File: src/rtl/pio_led_seq_ctrl.sv
// LED PIO pattern sequencer: an Avalon-MM slave holds mode/period/pattern, and an Avalon-MM
// master pushes each new pattern to the PIO data register at offset 0.
module pio_led_seq_ctrl #(
  parameter int unsigned         WIDTH      = 10,
  parameter int unsigned         PERIOD_W   = 24,
  parameter logic [PERIOD_W-1:0] PERIOD_RST = PERIOD_W'(1000)
) (
  input  logic             clk,
  input  logic             reset_n,
  input  logic [1:0]       address,
  input  logic             chipselect,
  input  logic             write_n,
  input  logic [31:0]      writedata,
  output logic [31:0]      readdata,
  output logic             m_chipselect,
  output logic             m_write_n,
  output logic [1:0]       m_address,
  output logic [WIDTH-1:0] m_writedata,
  input  logic             m_waitrequest
);

  localparam logic [1:0] ADDR_CTRL    = 2'd0;
  localparam logic [1:0] ADDR_PERIOD  = 2'd1;
  localparam logic [1:0] ADDR_PATTERN = 2'd2;
  localparam logic [1:0] ADDR_STATUS  = 2'd3;
  localparam logic       DIR_LEFT     = 1'b0;
  localparam logic       DIR_RIGHT    = 1'b1;

  typedef enum logic [1:0] {
    ST_IDLE = 2'd0,
    ST_RUN  = 2'd1,
    ST_PUSH = 2'd2
  } state_e;

  state_e              state_q, state_d;
  logic                run_q, run_d;
  logic [1:0]          mode_q, mode_d;
  logic [PERIOD_W-1:0] period_q, period_d;
  logic [PERIOD_W-1:0] cnt_q, cnt_d;
  logic [WIDTH-1:0]    cur_q, cur_d;
  logic                dir_q, dir_d;
  logic                pending_q, pending_d;
  logic                repush_q, repush_d;
  logic                mcs_q, mcs_d;
  logic                mwn_q, mwn_d;
  logic [WIDTH-1:0]    mwd_q, mwd_d;

  logic                wr_c, wr_ctrl_c, wr_period_c, wr_pat_c;
  logic [PERIOD_W-1:0] term_c;
  logic [WIDTH-1:0]    shl_c, shr_c, step_val_c;
  logic                step_dir_c;
  logic                unused_wdata_c;

  assign wr_c        = chipselect & ~write_n;
  assign wr_ctrl_c   = wr_c && (address == ADDR_CTRL);
  assign wr_period_c = wr_c && (address == ADDR_PERIOD);
  assign wr_pat_c    = wr_c && (address == ADDR_PATTERN);
  assign unused_wdata_c = ^writedata;

  // A period of 0 behaves as 1, so the terminal count never underflows
  assign term_c = (period_q == '0) ? '0 : period_q - PERIOD_W'(1);

  assign shl_c = {cur_q[WIDTH-2:0], 1'b0};
  assign shr_c = {1'b0, cur_q[WIDTH-1:1]};

  // Next pattern for the current mode; bounce flips direction when a 1 reaches an edge
  always_comb begin
    step_val_c = cur_q;
    step_dir_c = dir_q;
    case (mode_q)
      2'd1: step_val_c = {cur_q[WIDTH-2:0], cur_q[WIDTH-1]};
      2'd2: begin
        if (dir_q == DIR_LEFT) begin
          step_val_c = shl_c;
          if (shl_c[WIDTH-1]) step_dir_c = DIR_RIGHT;
        end else begin
          step_val_c = shr_c;
          if (shr_c[0]) step_dir_c = DIR_LEFT;
        end
      end
      2'd3: step_val_c = ~cur_q;
      default: step_val_c = cur_q;
    endcase
  end

  // Register writes, sequencing FSM and master strobe generation
  always_comb begin
    state_d   = state_q;
    run_d     = run_q;
    mode_d    = mode_q;
    period_d  = period_q;
    cnt_d     = cnt_q;
    cur_d     = cur_q;
    dir_d     = dir_q;
    pending_d = pending_q;
    repush_d  = repush_q;
    mcs_d     = mcs_q;
    mwn_d     = mwn_q;
    mwd_d     = mwd_q;

    if (wr_ctrl_c) begin
      run_d  = writedata[0];
      mode_d = writedata[2:1];
    end
    if (wr_period_c) period_d = writedata[PERIOD_W-1:0];
    if (wr_pat_c) begin
      cur_d     = writedata[WIDTH-1:0];
      dir_d     = DIR_LEFT;
      pending_d = 1'b1;
    end

    case (state_q)
      ST_IDLE: begin
        if (pending_q || wr_pat_c) begin
          state_d  = ST_PUSH;
          mcs_d    = 1'b1;
          mwn_d    = 1'b0;
          mwd_d    = cur_d;
          repush_d = 1'b0;
        end else if (run_q) begin
          state_d = ST_RUN;
        end
      end
      ST_RUN: begin
        // A slave pattern write pre-empts any step due in the same cycle
        if (pending_q || wr_pat_c) begin
          cnt_d    = '0;
          state_d  = ST_PUSH;
          mcs_d    = 1'b1;
          mwn_d    = 1'b0;
          mwd_d    = cur_d;
          repush_d = 1'b0;
        end else if (!run_q) begin
          cnt_d   = '0;
          state_d = ST_IDLE;
        end else if (cnt_q >= term_c) begin
          cnt_d    = '0;
          cur_d    = step_val_c;
          dir_d    = step_dir_c;
          state_d  = ST_PUSH;
          mcs_d    = 1'b1;
          mwn_d    = 1'b0;
          mwd_d    = step_val_c;
          repush_d = 1'b0;
        end else begin
          cnt_d = cnt_q + PERIOD_W'(1);
        end
      end
      ST_PUSH: begin
        // A pattern written while the old value is on the bus needs its own push afterwards
        if (wr_pat_c) repush_d = 1'b1;
        if (!m_waitrequest) begin
          mcs_d     = 1'b0;
          mwn_d     = 1'b1;
          pending_d = repush_q | wr_pat_c;
          repush_d  = 1'b0;
          state_d   = run_q ? ST_RUN : ST_IDLE;
        end
      end
      default: state_d = ST_IDLE;
    endcase
  end

  always_ff @(posedge clk or negedge reset_n) begin
    if (!reset_n) begin
      state_q   <= ST_IDLE;
      run_q     <= 1'b0;
      mode_q    <= 2'd0;
      period_q  <= PERIOD_RST;
      cnt_q     <= '0;
      cur_q     <= '0;
      dir_q     <= DIR_LEFT;
      pending_q <= 1'b0;
      repush_q  <= 1'b0;
      mcs_q     <= 1'b0;
      mwn_q     <= 1'b1;
      mwd_q     <= '0;
    end else begin
      state_q   <= state_d;
      run_q     <= run_d;
      mode_q    <= mode_d;
      period_q  <= period_d;
      cnt_q     <= cnt_d;
      cur_q     <= cur_d;
      dir_q     <= dir_d;
      pending_q <= pending_d;
      repush_q  <= repush_d;
      mcs_q     <= mcs_d;
      mwn_q     <= mwn_d;
      mwd_q     <= mwd_d;
    end
  end

  // Zero-wait-state read mux, decoded straight from the address
  always_comb begin
    readdata = '0;
    case (address)
      ADDR_CTRL:    readdata = {29'b0, mode_q, run_q};
      ADDR_PERIOD:  readdata = 32'(period_q);
      ADDR_PATTERN: readdata = 32'(cur_q);
      ADDR_STATUS: begin
        readdata[0]          = (state_q != ST_IDLE);
        readdata[1]          = pending_q;
        readdata[2]          = dir_q;
        readdata[16 +: WIDTH] = cur_q;
      end
      default: readdata = '0;
    endcase
  end

  assign m_chipselect = mcs_q;
  assign m_write_n    = mwn_q;
  assign m_address    = 2'b00;
  assign m_writedata  = mwd_q;

endmodule

File: config.mk
export PLATFORM = sky130hd
export DESIGN_NAME = pio_led_seq_ctrl
export DESIGN_NICKNAME = d
export VERILOG_FILES = /design/src/rtl/pio_led_seq_ctrl.sv
export SDC_FILE = /design/constraint.sdc
export NUM_CORES = 1
export LEC_CHECK = 0
export ABC_AREA = 1
export ABC_CLOCK_PERIOD_IN_PS = 6440
export CAP_MARGIN = 20
export CORE_ASPECT_RATIO = 1.4
export CORE_MARGIN = 2
export CORE_UTILIZATION = 30
export DETAILED_ROUTE_END_ITERATION = 6
export SLEW_MARGIN = 30
export SYNTH_ARGS = -nofsm -noshare
export SYNTH_HDL_FRONTEND = slang
export SYNTH_SLANG_ARGS = --single-unit
File: constraint.sdc
create_clock -name clk -period 6.44 [get_ports clk]
set_clock_uncertainty 0.2 [all_clocks]
set_input_delay 1.932 -clock clk [delete_from_list [all_inputs] [get_ports clk]]
set_output_delay 1.932 -clock clk [all_outputs]
set_load 0.03 [all_outputs]
==> results.cfg <==
[drt]
drc = 0
dr.pass1.iters = 5
drt_first_iter_violations = 234
wirelength_microns = 16730
ant_nets = 0
detailroute.via_count = 5432
post_drt_wl_per_cell_microns = 15.03
vias_per_cell = 4.881

[logic_synthesis]
syn_avg_cell_area_sq_um = 7.363
async_flop_share_pct = 100.0
yosysSeqAreaShare_pct = 33.33
ys.flop_type = dfrtp_1
netlist_area_sq_mm = 0.005883
synth_edf_count = 0
synth_cell_type_count = 51
yosysTopAreaCell = dfrtp_1
ys_ff_latch = 78
yosysWarnings = 0
synthTopCellsByArea = dfrtp_1, nand2_1, ha_1
yosysTopAreaCellShare_pct = 30.20
syn_inst = 799

[clock_network]
cts_buffer_depth = 2
path_clk_slew_ps = 60
cts_buffers = 9
ctsResizeCount = 0
clock-root-buffer = clkbuf_16
htree_num_levels = 3
clock-sinks = 78
clk_latency_ps = 340
cts_tree = built
postCtsHoldBufs = 0
post_cts_buffers = 0

[timing]
maxSlewHeadroom_pct = 49.29
rsz0062_at_grt = false
hold_ws_ps = 264.2
period_minus_slack_ps = 6245
drv_slew = 0
worst_slew_pin_slew_ps = 760.7
clock.fmax_ghz = 0.1601
min_period_over_period_pct = 96.98
setup-violations-final = 0
worst_slack_ps = 194.6
hold_violations = 0
fin_setup_tns_ps = 0

[final_layout]
fill_cells = 2088
area_delta_synth_final_pct = 20.76
nNetsFinal = 930
layout-drive-gt1-share_pct = 12.14
final_common_cell = nand2_1
antennaDiodeCount = 0
final_cell_mix = nand2_1, inv_1, nor2_1

[worst_setup_path]
critical-path-top-delay-family = buffers and inverters
crit_buf_inv = 4
max_stage_delay_ps = 710
worstPathCellList = clkdlybuf4s50_1 -> inv_1 -> ha_1 -> inv_1 -> nand2_1 -> o22ai_1 -> clkdlybuf4s50_1
end_kind = output port
worstSetupPathType = in2out
startpoint_type = primary input
required_ps = 4310
arrival_ps = 4110
critPathSlowestCell = clkdlybuf4s50_1
crit_fanout = 8

[power_and_ir_drop]
powerDensity_mw_per_mm2 = 378.0
p_leak_nw = 3.311
ir_drop_uv = 228.3

[global_routing]
grt_max_degree = 79
grt_pass1_wl_microns = 26900
grt_pass1_vias = 5324
grt_remaining_overflow = 0
antenna_found_initial = 0
grt_use_total_pct = 16.41

[floorplan]
design.die.area_sq_mm = 0.02076
fp.dieW_microns = 122.4
io_pins = 85
core_sq_mm = 0.01922
num_rows = 60
initial_core_util_pct = 30.61
dieHeight_microns = 169.7

[placed_design]
dp_hpwl_microns = 12880
place_ws_ps = 203.5
io_buffers = 68
place.gp.congestion = 0.8984

[flow_run]
drv_cap = 0

[status]
outcome = finished, final reports clean

[min_path]
hp-class = reg2reg
==> layer usage <==
metal  routed length (microns)  global-route usage (%)
met3                       587                   2.184
met2                      9276                   31.62
met4                       359                   5.247
met5                         0                       0
met1                      6502                   18.13
==> cell usage after synthesis, types with 2 or more instances <==
cell type,count
a21boi_0,3
a21o_1,2
a21oi_1,40
a221oi_1,3
a22oi_1,2
buf_2,5
buf_4,8
buf_6,4
clkbuf_1,10
dfrtp_1,71
dfstp_2,7
ha_1,31
inv_1,94
inv_2,16
mux2_2,7
nand2_1,165
nand2_2,16
nand2_4,4
nand3_1,32
nand3_2,2
nand4_1,15
nor2_1,75
nor2_2,4
nor2_4,5
nor2_8,2
nor3_1,13
nor3_2,3
nor4_1,4
o2111ai_1,2
o211ai_1,8
o21ai_0,61
o21ai_1,10
o21ai_2,9
o21bai_1,2
o22ai_1,21
or2_2,3
xnor2_1,4
xor2_1,23
==> worst paths after layout <==
path / startpoint / to / slack, ps / depth (start not counted)
setup / recovery: address[1] / readdata[18] / 190 / 7
hold / removal: m_write_n / m_write_n / 260 / 2
setup reg to reg: period_q[0] / m_writedata[6] / 2270 / 19
hold reg to reg: m_write_n / m_write_n / 260 / 2
max in group asynchronous: reset_n / period_q[16] / 4080 / 1
min in group asynchronous: reset_n / m_chipselect / 1410 / 1
==> registers in the layout (all words and copies together), names as in the netlist, 2 cells and up <==
signal	flops
cur_q	10
state_q	2
mode_q	2
m_writedata	10
cnt_q	24
period_q	24
==> worst min-delay path, cell delays in order (launching register included) <==
cell,delay [ps]
dfstp_2,370
nand2_1,50
nand2_1,50
==> kinds of logic after synthesis <==
kind of cell	Yosys count	share of synthesized area [%]
xor gates and xnor gates	27	4.019
other	1	0.06374
muxes	8	1.510
buffers and inverters	139	9.996
AOI/OAI and AO/OA	168	16.74
DFF	78	33.33
adders and majority gates	31	6.593
and+or+nand+nor	347	27.75
==> through the flow <==
stage	power, mW	util (%)	cell area [sq um]	cells
3_5_place_dp	2.091	35.15	6755	1097
3_3_place_gp	2.070	35.13	6751	1097
4_1_cts	2.711	36.97	7104	1113
6_report	2.685	36.97	7104	1113
2_1_floorplan	1.726	-	5909	806
5_1_grt	2.893	36.97	7104	1113
==> power by group <==
| part | total [mW] | internal, mW | leakage [nW] | switching, mW |
|---|---|---|---|---|
| Clock | 0.604 | 0.391 | 0.166 | 0.213 |
| Sequential | 0.900 | 0.665 | 0.965 | 0.235 |
| Combinational | 1.18 | 0.447 | 2.18 | 0.735 |
==> layout make-up <==
class	count	area [sq um]	area share, %
Clock inverter	5	106.4	1.497
Tap cell	248	310.3	4.368
Inverter	111	416.7	5.865
Clock buffer	11	242.7	3.417
Sequential cell	78	1961	27.60
Multi-Input combinational cell	589	3361	47.31
Timing Repair Buffer	71	706.9	9.951
(Power assumes the default switching activity.)
